<file path="src/rtl/regmask_encoder.sv">
// -----------------------------------------------------------------------------
// regmask_encoder
//   Sequential 32-to-5 mask encoder for the register-file write path. A 32-bit
//   multi-hot mask is captured and then drained one register index per
//   handshake, lowest index first, so one 5-bit write-select port can service
//   a multi-register update.
//
// Ports
//   clock          in   1   rising-edge clock
//   reset_n        in   1   asynchronous active-low reset
//   mask_in        in  32   register mask, bit i = register i pending
//   load           in   1   capture mask_in (only while not busy)
//   flush          in   1   synchronous abort of all pending work
//   out_ready      in   1   consumer takes out_index this cycle
//   out_valid      out  1   out_index names a pending register
//   out_index      out  5   lowest pending register index (0 when idle)
//   busy           out  1   pending mask is non-empty
//   done           out  1   one-cycle pulse after a job completes
//   pending_count  out  6   number of registers still pending (0..32)
// -----------------------------------------------------------------------------
module regmask_encoder (
  input  logic        clock,
  input  logic        reset_n,
  input  logic [31:0] mask_in,
  input  logic        load,
  input  logic        flush,
  input  logic        out_ready,
  output logic        out_valid,
  output logic [4:0]  out_index,
  output logic        busy,
  output logic        done,
  output logic [5:0]  pending_count
);

  typedef enum logic {
    ST_IDLE = 1'b0,
    ST_SCAN = 1'b1
  } state_t;

  state_t      r_state;
  logic [31:0] r_pending;
  logic        r_out_valid;
  logic [4:0]  r_out_index;
  logic        r_done;
  logic [5:0]  r_pending_count;

  logic [31:0] w_next_pending;
  logic        w_handshake;

  // Index of the lowest set bit; 0 for an empty vector so an idle
  // out_index reads 0.
  function automatic logic [4:0] lowest_set(input logic [31:0] v);
    logic [4:0] idx;
    idx = 5'd0;
    for (int i = 31; i >= 0; i--) begin
      if (v[i]) begin
        idx = 5'(i);
      end
    end
    return idx;
  endfunction

  // Number of set bits in a 32-bit vector (0..32).
  function automatic logic [5:0] popcount(input logic [31:0] v);
    logic [5:0] cnt;
    cnt = 6'd0;
    for (int i = 0; i < 32; i++) begin
      cnt = cnt + {5'd0, v[i]};
    end
    return cnt;
  endfunction

  // Pending mask after retiring the currently presented index.
  always_comb begin
    w_next_pending = r_pending & ~(32'd1 << r_out_index);
  end

  assign w_handshake = r_out_valid & out_ready;

  // Job state machine: capture, drain one index per handshake, pulse done.
  always_ff @(posedge clock or negedge reset_n) begin
    if (!reset_n) begin
      r_state         <= ST_IDLE;
      r_pending       <= 32'd0;
      r_out_valid     <= 1'b0;
      r_out_index     <= 5'd0;
      r_done          <= 1'b0;
      r_pending_count <= 6'd0;
    end else if (flush) begin
      // Abort silently: no done pulse, any same-cycle load is dropped.
      r_state         <= ST_IDLE;
      r_pending       <= 32'd0;
      r_out_valid     <= 1'b0;
      r_out_index     <= 5'd0;
      r_done          <= 1'b0;
      r_pending_count <= 6'd0;
    end else begin
      case (r_state)
        ST_IDLE: begin
          if (load) begin
            r_pending       <= mask_in;
            r_out_index     <= lowest_set(mask_in);
            r_out_valid     <= |mask_in;
            r_pending_count <= popcount(mask_in);
            // An empty job completes immediately.
            r_done          <= ~(|mask_in);
            r_state         <= (|mask_in) ? ST_SCAN : ST_IDLE;
          end else begin
            r_done <= 1'b0;
          end
        end
        ST_SCAN: begin
          // load is ignored here; outputs only move on a handshake.
          if (w_handshake) begin
            r_pending       <= w_next_pending;
            r_out_index     <= lowest_set(w_next_pending);
            r_out_valid     <= |w_next_pending;
            r_pending_count <= r_pending_count - 6'd1;
            r_done          <= ~(|w_next_pending);
            r_state         <= (|w_next_pending) ? ST_SCAN : ST_IDLE;
          end else begin
            r_done <= 1'b0;
          end
        end
        default: begin
          r_state         <= ST_IDLE;
          r_pending       <= 32'd0;
          r_out_valid     <= 1'b0;
          r_out_index     <= 5'd0;
          r_done          <= 1'b0;
          r_pending_count <= 6'd0;
        end
      endcase
    end
  end

  assign out_valid     = r_out_valid;
  assign out_index     = r_out_index;
  assign done          = r_done;
  assign pending_count = r_pending_count;
  assign busy          = |r_pending;

endmodule

</file>
<file path="config.mk">
export PLATFORM = sky130hd
export DESIGN_NAME = regmask_encoder
export DESIGN_NICKNAME = d
export VERILOG_FILES = /design/src/rtl/regmask_encoder.sv
export SDC_FILE = /design/constraint.sdc
export NUM_CORES = 1
export LEC_CHECK = 0
export CORE_UTILIZATION = 27
export CTS_CLUSTER_DIAMETER = 150
export CTS_CLUSTER_SIZE = 25
export DETAILED_ROUTE_END_ITERATION = 16
export DONT_BUFFER_PORTS = 1
export PLACE_DENSITY = 0.4
export SLEW_MARGIN = 10
export SYNTH_ARGS = -nofsm -noshare
export SYNTH_HDL_FRONTEND = slang
export SYNTH_SLANG_ARGS = --single-unit
</file>
<file path="constraint.sdc">
create_clock -name clock -period 4.75 [get_ports clock]
set_clock_uncertainty 0.05 [all_clocks]
set_input_delay 0.95 -clock clock [delete_from_list [all_inputs] [get_ports clock]]
set_output_delay 0.95 -clock clock [all_outputs]
set_load 0.005 [all_outputs]
</file>
==> results by group, run 1 <==
Status
  • Status: complete, but fails checks
  • Failing checks: negative setup slack

Yosys
  • Fraction of registers with async set/reset: 1.00
  • Library cells used by synthesis: 57
  • Cell count after synthesis: 530
  • Post-Syn Area: 0.00416 mm2
  • Sequential cell area fraction in the yosys report: 0.277
  • Yosys warning count: 0
  • Syn avg cell area: 7.85 um2
  • FF+latch count, synth: 46
  • Post-synth EDFFs: 0
  • Synth Net Count: 600
  • Most used DFF post-synth: dfrtp_1

Detailed routing
  • Drt initial violations: 421
  • Via count: 4115
  • Routed wire length: 15300 um
  • Detailed Routing Iterations Pass 1: 5
  • Wire per inst: 21.3 um
  • Final ANT Viol Nets: 0
  • Via/cell ratio: 5.72
  • # DRC: 0

Clock network
  • Clock transition at the registers of the reported paths: 0.07 ns
  • CTS tree: yes
  • Skew-Pair Late Insertion Delay: 0.30 ns
  • Num CTS Buffers: 5
  • Clock tree buffer depth: 2
  • Clock sink total: 46
  • H-tree depth: 2
  • Root buffer cell: clkbuf_16

Finish
  • Most frequent cells in the layout: nor2_1, nand2_1, dfrtp_1, a21oi_1, inv_1
  • Nets@finish: 600
  • Layout cells sized above 1: 0.0942
  • Fill count: 1629
  • Post-route insts no fill: 719
  • Commonest non-fill, non-tap cell in the layout: nor2_1
  • Final Util: 0.307
  • Area Overhead vs Synth: 11.7%
  • N_diodes: 0

Setup path
  • Crit Path Category: primary input to flip-flop
  • Critical-path maximum fanout: 4
  • Req. time, crit path: 4.90 ns
  • Worst setup SP type: primary input
  • Worst EP arrival: 5.35 ns
  • CP Capture Type: flip-flop

Timing
  • Max Fclk: 192 MHz
  • Final setup viols: 5
  • Max Slew Vio Count: 0
  • Final Cycle Share: 1.10
  • Worst Tran Pin Value: 0.812 ns
  • Final Hold Viols: 0
  • RSZ-0062 raised after global routing: true
  • Slew headroom: 0.457
  • Fin worst setup slack: -0.456 ns
  • Crit path time final: 5.21 ns
  • Min Hold Slack: 0.289 ns

Global route
  • Antenna violations before repair: 0
  • Gr usage total: 0.197
  • Pin count of the biggest net entering global routing: 48
  • Global-route wire length before repair: 23800 um
  • Vias in the first global route: 3992
  • GRT Residual Overflow: 0

Floorplan
  • Row cnt: 45
  • Die X: 126 um
  • Die height: 126 um
  • Initial Util: 0.275
  • Area of the core: 0.0151 mm2
  • Num ports: 51
  • Die Area: 0.0159 mm2

Placement
  • Pre-CTS WS: -0.778 ns
  • GP Congestion: 0.900
  • Post-DP HPWL: 11900 um
  • IO buf count: 0
  • Dpl cells: 708

Pwr
  • Leakage: 1.95 nW
  • Post-route total power: 2.29 mW
  • Peak VDD IR: 0.502 mV
  • Power per cell area: 493 mW/mm2

Min path
  • Worst Hold Class: primary input to asynchronous set/reset pin

Run
  • Max-Cap Viols: 0
-- final cells by class --
class / count / area [um2] / share of cell area
Timing Repair Buffer: 18 / 139 / 0.0299
Tap cell: 188 / 235 / 0.0506
Clock inverter: 2 / 12.5 / 0.00269
Multi-Input combinational cell: 415 / 2810 / 0.604
Sequential cell: 46 / 1150 / 0.248
Clock buffer: 6 / 139 / 0.0299
Inverter: 44 / 165 / 0.0355
-- worst paths after layout --
path / end / start / slack, ns / cells past startpoint
min in group clock: r_pending[4] / r_pending[4] / 0.49 / 2
max in group asynchronous: r_pending[18] / reset_n / 4.26 / 0
max reg2reg: out_index[3] / out_index[4] / 1.86 / 7
min: r_pending[11] / reset_n / 0.29 / 0
min reg2reg: r_pending[4] / r_pending[4] / 0.49 / 2
max: pending_count[2] / mask_in[17] / -0.46 / 17
-- logic make-up (layout without fill, tap and decap cells) --
| kind of cell | after synthesis | count (layout) | synth area share |
|---|---|---|---|
| xor gates and xnor gates | 3 | 3 | 0.00632 |
| AOI/OAI and AO/OA | 159 | 159 | 0.239 |
| DFF | 46 | 46 | 0.277 |
| and+or+nand+nor | 205 | 205 | 0.234 |
| adders and majority gates | 33 | 33 | 0.143 |
| muxes | 15 | 15 | 0.0361 |
| buffers and inverters | 69 | 70 | 0.0655 |
-- Yosys cell counts, types with 4 or more instances --
cell type,instances,area [um2]
a211oi_1,20,150
inv_1,43,161
nor2b_1,6,37.5
o21a_1,5,37.5
nor2_1,62,233
a31oi_1,5,31.3
or2_1,4,25.0
fa_1,24,480
o21ai_0,20,100
clkbuf_1,18,67.6
nand3_1,11,55.1
nand2_1,59,221
o31ai_1,4,30.0
nor3_1,12,60.1
nand2b_1,5,31.3
ha_1,9,113
mux2i_1,15,150
dfrtp_1,46,1150
nor4_1,17,106
a311oi_1,5,43.8
o21ai_1,27,135
a21oi_1,43,215
nand4_1,12,75.1
-- state kept, by name (all words and copies together) (netlist names) --
name,count
done,1
out_valid,1
pending_count,6
r_pending,32
out_index,5
r_state,1
-- report_power, final --
group	internal, mW	total [mW]	leakage, nW	switching (mW)
clock	0.209	0.376	0.0729	0.167
sequential	0.434	0.491	0.614	0.0568
combinational	0.695	1.42	1.26	0.729
total	1.34	2.29	1.95	0.953
-- repair_timing --
item	4_1_cts	5_1_grt
setup buffers	2	1
pin swaps	2	7
gates resized for setup	2	6
hold buffers	0	0
endpoints found under the setup margin	5	6
-- per-stage QoR --
stage	TNS [ns]	cell area, um2
2_1_floorplan	-1.77	4180
3_3_place_gp	-3.25	4440
3_5_place_dp	-3.39	4440
4_1_cts	-1.73	4610
5_1_grt	-2.68	4650
6_report	-1.74	4650
-- layer usage --
layer | routed length [um] | track usage | up-vias
li1 | - | - | 1904
met1 | 6970 | 0.281 | 2029
met2 | 6840 | 0.301 | 172
met3 | 1300 | 0.0446 | 10
met4 | 171 | 0.0489 | 0
met5 | 0 | 0 | -
-- critical path, cell delays in order --
cell and delay (ns):
fa_1 0.53, inv_1 0.05, fa_1 0.49, inv_1 0.05
fa_1 0.48, inv_1 0.05, fa_2 0.55, fa_1 0.43
fa_1 0.51, inv_2 0.05, ha_4 0.15, fa_2 0.33
buf_4 0.14, buf_6 0.11, xor2_2 0.12, o21ai_1 0.08
a221oi_1 0.29
Power figures use the tool's default switching activity.
==> run 2: changes to the inputs <==
CORE_MARGIN = 2   (was not set)
SLEW_MARGIN = 20   (was 10)
==> run 2 against run 1 <==
The flow still finishes with violations (negative setup slack). Die area is 3.2% higher. Setup slack better by 0.020 ns. Cell count is 0.14% lower. Routed wire length is 1.0% lower. Total power is 2.3% lower. Fmax is 0.38% higher. Combinational power is 3% lower. Final area is 0.30% lower. Clock-buffer cell count is 1 higher. Via count is 1.2% lower. Worst hold slack hardly changed.
==> results by group, run 2 (synthesis results as in run 1) <==
Setup path
  • Worst R2R Start: r_state
  • Worst Path Buf+Inv: 4
  • CP top delay family: adder cells
  • Worst EP arrival: 5.34 ns
  • Crit-path slowest cell: fa_1
  • CP Cell Sequence: fa_1, inv_1, fa_1, inv_1, fa_1, inv_2, fa_1, fa_1, fa_1, inv_2, ha_4, fa_2, a21o_1, a21oi_2, xnor2_1, o22ai_1, a211oi_1
  • Req. time, crit path: 4.91 ns
  • Reg-to-reg endpoint: out_index[2]
  • CP Capture Type: flip-flop
  • Reg2reg setup slack: 1.63 ns
  • CP max stage delay: 0.52 ns
  • Crit Path Category: primary input to flip-flop
  • FF-to-FF path depth: 5
  • Most used cell, CP: fa_1
  • Critical-path maximum fanout: 4
  • Worst setup SP type: primary input

Timing
  • Worst Tran Pin Value: 0.907 ns
  • Setup TNS: -1.59 ns
  • Final Cycle Share: 1.09
  • RSZ-0062 raised after global routing: true
  • Slew headroom: 0.394
  • Max Fclk: 193 MHz
  • Final setup viols: 5
  • Min Hold Slack: 0.289 ns
  • Fin worst setup slack: -0.437 ns
  • Crit path time final: 5.19 ns
  • Max Slew Vio Count: 0
  • Final Hold Viols: 0

Detailed routing
  • Wire per inst: 21.1 um
  • # DRC: 0
  • Detailed Routing Iterations Pass 1: 5
  • Via count: 4064
  • Final ANT Viol Nets: 0
  • Via/cell ratio: 5.66
  • Routed wire length: 15100 um
  • Drt initial violations: 288

Placement
  • GP Congestion: 0.882
  • IO buf count: 0
  • Dpl cells: 706
  • Post-DP HPWL: 11700 um
  • Placed Area: 0.00442 mm2

Global route
  • Vias in the first global route: 4059
  • Antenna violations before repair: 0
  • Pin count of the biggest net entering global routing: 48
  • GRT Residual Overflow: 0
  • Global-route wire length before repair: 24000 um
  • Gr usage total: 0.191

Clock network
  • Root buffer cell: clkbuf_16
  • Clock sink total: 46
  • Clock transition at the registers of the reported paths: 0.07 ns
  • H-tree depth: 2
  • Num CTS Buffers: 5
  • Clock tree buffer depth: 2
  • Skew-Pair Late Insertion Delay: 0.30 ns
  • CTS tree: yes

Finish
  • Layout cells sized above 1: 0.0887
  • Most frequent cells in the layout: nor2_1, nand2_1, dfrtp_1, a21oi_1, inv_1
  • Most flops, register: r_pending
  • N_diodes: 0
  • Area Overhead vs Synth: 11.4%
  • Nets@finish: 599
  • Commonest non-fill, non-tap cell in the layout: nor2_1
  • Post-route insts no fill: 718
  • Design Area, Final: 0.00464 mm2
  • Max FFs per register: 32

Status
  • Status: complete, but fails checks
  • Failing checks: negative setup slack

Run
  • Max-Cap Viols: 0

Floorplan
  • Num ports: 51
  • Die X: 128 um
  • Die height: 128 um
  • Die Area: 0.0164 mm2
  • Area of the core: 0.0151 mm2
  • Initial Util: 0.275
  • Row cnt: 45

Pwr
  • Power per cell area: 483 mW/mm2
  • Peak VDD IR: 0.402 mV
  • Leakage: 1.94 nW

Min path
  • Worst Hold Class: primary input to asynchronous set/reset pin
## run 2: cell type report
cell class | instances | area [um2]
fillers | 1652 | 10500
multi-input cells | 415 | 2790
flip-flops and latches | 46 | 1150
well taps | 188 | 235
inverters | 44 | 173
clock buffers | 7 | 143
repair buffers | 17 | 135
clock inverters | 1 | 5.00
## run 2: repair_timing
| item | in CTS | in global routing |
|---|---|---|
| resized for setup | 7 | 5 |
| setup endpoints to repair | 5 | 5 |
| hold buffers | 0 | 0 |
| setup buffers | 4 | 2 |
| pin swaps | 8 | 14 |
## run 2: worst max-delay path by stage
stage,startpoint,end,slack (ns),depth (start not counted)
finish,mask_in[17],pending_count[4],-0.44,17
global route,mask_in[17],pending_count[4],-0.57,17
CTS,mask_in[27],pending_count[4],-0.46,17
detailed placement,mask_in[27],pending_count[4],-0.77,17
global placement,mask_in[27],pending_count[4],-0.74,17
floorplan,mask_in[17],pending_count[4],-0.56,17
## run 2: power breakdown
group / total, mW / leakage (nW) / switching [mW] / internal, mW
logic: 1.38 / 1.26 / 0.689 / 0.693
registers: 0.490 / 0.614 / 0.0563 / 0.434
clock network: 0.368 / 0.0739 / 0.158 / 0.209
## run 2: worst register-to-register path, delay by kind of cell, from the launching register on
family | cells | cell delay, ns
buffers and inverters | 1 | 0.52
DFF | 1 | 0.86
AOI/OAI and AO/OA | 2 | 1.14
and+or+nand+nor | 2 | 0.43
## run 2: routing by layer
layer | vias up | global-route usage | wire length (um)
li1 | 1901 | - | -
met2 | 115 | 0.303 | 6870
met5 | - | 0 | 0
met1 | 2040 | 0.276 | 7320
met3 | 8 | 0.0296 | 810
met4 | 0 | 0.0356 | 123
## run 2: metrics by stage
step,worst slack (ns),util,power [mW]
final,-0.437,0.306,2.24
after global routing,-0.573,0.306,2.43
after CTS,-0.457,0.305,2.22
after detailed placement,-0.771,0.292,1.74
after global placement,-0.737,0.292,1.73
after floorplan,-0.564,-,1.40
==> variant 1: new RTL, config.mk and constraints of run 1 <==
Register the output `pending_count` once more; this adds one clock of latency there. The other outputs are not delayed to match.
--- a/src/rtl/regmask_encoder.sv
+++ b/src/rtl/regmask_encoder.sv
@@ -137,7 +137,9 @@
   assign out_valid     = r_out_valid;
   assign out_index     = r_out_index;
   assign done          = r_done;
-  assign pending_count = r_pending_count;
+  always_ff @(posedge clock) begin
+    pending_count <= r_pending_count;
+  end
   assign busy          = |r_pending;
 
 endmodule
Formal check against the unedited RTL: not equivalent (a bounded check fails within 4 cycles, from zero or initial values and one cycle with reset_n low).
==> variant 1 against run 1 <==
The flow still finishes with violations (negative setup slack); power grew 2.5%; sequential cell count grew 6; global-route usage shrank 0.48 points; via count shrank 4.7%; wire length shrank 0.72%; cell area grew 4.1%; area after synthesis grew 4.4%; setup slack gained 0.093 ns; non-clock buffer count shrank 3; synthesized cell count shrank 0.94%; critical path type unchanged; largest cell class unchanged.
==> variant 1: results (changes against run 1) <==
Drt
  – Metal-1 WL: 7.508 mm (+7.7%)
  – Avg WL per Cell: 20.59 um (-3.1%)
  – 1st-pass router iterations: 4 (-1)
  – DR vias: 3921 (-4.7%)
  – Final wirelength: 15.17 mm (-0.72%)
  – Initial detailed-routing violation count: 330 (-22%)
  – Metal3 WL: 929 um (-29%)
  – Met2 Wirelength: 6.627 mm (-3.1%)

Pwr
  – Gate power share: 59.4% (-2.8 points)
  – Clk. pwr: 0.386 mW (+3%)
  – Leakage: 1.988 nW (+2.0%)
  – Pint: 1.402 mW (+4.8%)

Placement
  – Final HPWL DP: 11.87 mm (-0.22%)
  – Placed cell area: 4633 um^2 (+4.4%)
  – Placed cells: 726 (+2.5%)
  – Gpl congestion: 0.8523 (-5.3%)
  – Pre-CTS setup slack: -0.7584 ns (+0.01962 ns)

Global route
  – Global Route met1 Usage: 28.65% (+0.53 points)
  – First-pass GRT wire length: 23.92 mm (+0.32%)
  – Grt met2 use: 28.90% (-1.2 points)
  – Total GRT Usage: 19.27% (-0.48 points)
  – Largest net degree at the start of global routing: 49 (+2.1%)

Final layout
  – Clock network share of area: 3.051% (-0.20 points)
  – #MultiIn Comb: 404 (-2.7%)
  – Area of the multi-input gates: 2867 um^2 (+2.1%)
  – Num sequential: 52 (+13%)
  – Signal buffers: 15 (-3)
  – Share of layout cells above drive strength 1: 9.213% (-0.20 points)
  – Fillers: 1722 (+5.7%)
  – Synth-to-Final Area Change: 11.31%
  – Buffering overhead: 2.405% (-0.58 points)
  – Layout Nets: 590 (-1.7%)
  – Inverter count: 42 (-4.5%)
  – Sequential Area: 1272 um^2 (+11%)

Logic synthesis
  – Synth Area in Adders: 13.64% (-0.61 points)
  – Library cells used by synthesis: 58 (+1.8%)
  – Compound-gate portion of the synthesized area: 23.58% (-0.36 points)
  – Most instantiated cells after synthesis: 67 x nor2_1, 46 x dfrtp_1, 42 x inv_1, 39 x nand2_1, 35 x a21oi_1
  – Ys async rst share: 88.46% (-12 points)
  – Register area share after synthesis: 29.25% (+1.6 points)
  – XOR/XNOR Fraction of Synth Area: 0.6045% (-0.027 points)
  – Synth top area cells: dfrtp_1 26%, fa_1 11%, nor2_1 5.8%
  – Post-synthesis cell count: 525 (-0.94%)

Clocking
  – Post-CTS setup buffers: 2 (unchanged)
  – H-tree levels: 2 (unchanged)
  – Post_cts resized: 6 (+4)

Run status
  – Failing checks: negative setup slack
  – Outcome: finished, violations left

STA
  – Endpoints failing setup: 5 (unchanged)
  – Setup TNS: -1.454 ns (+0.2867 ns)
  – Setup WS post-layout: -0.3635 ns (+0.09265 ns)
  – Slew HR: 56.91% (+11 points)

Setup path
  – CP Launch Point: mask_in[25]
  – Critical Path Fanout Max: 4 (unchanged)

Min path
  – Hold Path Class: in -> async
[variant 1: path summary, 6_finish.rpt]
kind                                                   to  slack [ns]  cells after the start
setup / recovery           r_pending_count[4]$_DFFE_PN0P_       -0.36                     17
hold reg to reg                  pending_count[1]$_DFF_P_        0.33                      0
hold / removal                             done$_DFF_PN0_        0.28                      0
min in group clock               pending_count[1]$_DFF_P_        0.33                      0
max in group asynchronous       r_pending[19]$_DFFE_PN0P_        4.27                      0
setup reg to reg                        r_state$_DFF_PN0_        1.75                      7
[variant 1: critical path, cell delays in order]
cell and delay (ns):
inv_8 0.02, fa_1 0.51, fa_1 0.52, inv_1 0.05
fa_1 0.47, inv_1 0.05, fa_1 0.51, fa_1 0.43
fa_1 0.51, inv_2 0.05, ha_4 0.15, fa_2 0.33
a21o_1 0.17, a21oi_2 0.14, xnor2_1 0.13, o22ai_1 0.09
a211oi_1 0.19
==> variant 2: new RTL, config.mk and constraints of run 1 <==
Without the edit above. Make the reset (`reset_n`) synchronous in one clocked block. Comments in the files are not updated.
--- a/src/rtl/regmask_encoder.sv
+++ b/src/rtl/regmask_encoder.sv
@@ -78,7 +78,7 @@
   assign w_handshake = r_out_valid & out_ready;
 
   // Job state machine: capture, drain one index per handshake, pulse done.
-  always_ff @(posedge clock or negedge reset_n) begin
+  always_ff @(posedge clock) begin
     if (!reset_n) begin
       r_state         <= ST_IDLE;
       r_pending       <= 32'd0;
Check against the original RTL: differs if reset_n is asserted again (counterexample within 4 cycles, from zero or initial values and one cycle with reset_n low); with reset_n held inactive, the same outputs for 4 cycles.
==> variant 2 against run 1 <==
The flow still finishes with violations (negative setup slack); setup slack gained 0.13 ns; cell area shrank 0.78%; die area grew 0.95%; area after synthesis grew 0.96%; non-clock buffer count shrank 2; sequential cell count is the same; power shrank 8.0%; wire length shrank 2.2%; critical path type unchanged; largest power group unchanged.
==> variant 2: results (changes against run 1) <==
Drt
  – Initial detailed-routing violation count: 245 (-42%)
  – Vias/cell: 5.524 (-3.5%)
  – Metal-1 WL: 6.719 mm (-3.6%)
  – Avg WL per Cell: 20.51 um (-3.5%)
  – DR vias: 4027 (-2.1%)
  – Met2 Wirelength: 7.047 mm (+3.0%)
  – Top routing layer in use: met4
  – Metal3 WL: 963 um (-26%)
  – 1st-pass router iterations: 4 (-1)

Logic synthesis
  – Register area share after synthesis: 21.92% (-5.7 points)
  – Syn Nets: 615 (+2.5%)
  – Biggest area consumer among synthesized cells: dfxtp_1
  – Library cells used by synthesis: 71 (+25%)
  – Post-synthesis cell count: 545 (+2.8%)
  – Ys async rst share: 0% (-100 points)
  – Most instantiated cells after synthesis: 53 x nor2_1, 52 x nand2_1, 48 x inv_1, 46 x dfxtp_1, 42 x o21ai_0

Global route
  – Vias in the first global route: 4034 (+1.1%)
  – Met3 Use GR: 4.133% (-0.33 points)
  – First-pass GRT wire length: 23.41 mm (-1.8%)
  – Total GRT Usage: 19.35% (-0.40 points)
  – Largest net degree at the start of global routing: 38 (-21%)
  – Global Route met1 Usage: 25.48% (-2.6 points)
  – Grt met2 use: 31.95% (+1.9 points)

STA
  – Setup WS post-layout: -0.3255 ns (+0.1307 ns)
  – Endpoints failing setup: 5 (unchanged)
  – Actual slew at the worst max-slew pin: 0.9002 ns (+0.08799 ns)
  – Hold slack: 0.4254 ns (+0.1361 ns)

Final layout
  – Post-Route Utilization: 30.35% (-0.35 points)
  – Signal buffers: 16 (-2)
  – Clock network share of area: 3.200% (-0.056 points)
  – Inverter count: 48 (+9.1%)
  – Buffering overhead: 2.604% (-0.38 points)
  – #MultiIn Comb: 423 (+1.9%)
  – Fillers: 1675 (+2.8%)
  – Layout Nets: 610 (+1.7%)

Run status
  – Outcome: finished, violations left
  – Failing checks: negative setup slack

Placement
  – Placed cell area: 4441 um^2 (about the same)
  – Pre-CTS setup slack: -0.7184 ns (+0.05960 ns)
  – Final HPWL DP: 11.88 mm (-0.11%)
  – Placed cells: 720 (+1.7%)

Pwr
  – Leakage: 1.752 nW (-10%)
  – Worst vdd ir: 0.6333 mV (+26%)

Setup path
  – Critical Path Fanout Max: 5 (+1)
  – R2R Setup Slk: 1.84 ns (-0.02 ns)
  – Worst r2r src: out_index[1]$_SDFFE_PP0P_
  – Worst setup path endpoint: pending_count[3]$_SDFFE_PP0P_
  – Worst reg2reg endpoint: done$_SDFF_PP0_

Clocking
  – Post-CTS setup buffers: 0 (-2)
  – Post_cts resized: 4 (+2)
-- variant 2: cell count changes in the layout (fill, tap and decap cells not counted), moves of 6 or more --
cell | run 1 | this run
nand4_1 | 12 | 6
o21ai_1 | 29 | 18
o21ai_0 | 18 | 39
dfxtp_1 | 0 | 45
nor2_1 | 62 | 53
dfrtp_1 | 46 | 0
nand2_1 | 59 | 51
-- variant 2: power by group --
group | leakage (nW) | internal [mW] | switching (mW) | total (mW)
clock network | 0.0739 | 0.209 | 0.159 | 0.369
registers | 0.375 | 0.415 | 0.0439 | 0.458
logic | 1.30 | 0.639 | 0.642 | 1.28
-- variant 2: cell families (layout without fill, tap and decap cells) --
family                     Yosys count  after routing  synth area share [%]
AOI/OAI and AO/OA                  175            175                 26.95
xor gates and xnor gates             2              2                0.4170
and+or+nand+nor                    191            191                 23.65
buffers and inverters               76             72                 7.653
muxes                               22             22                 5.301
adders and majority gates           33             33                 14.12
DFF                                 46             46                 21.92
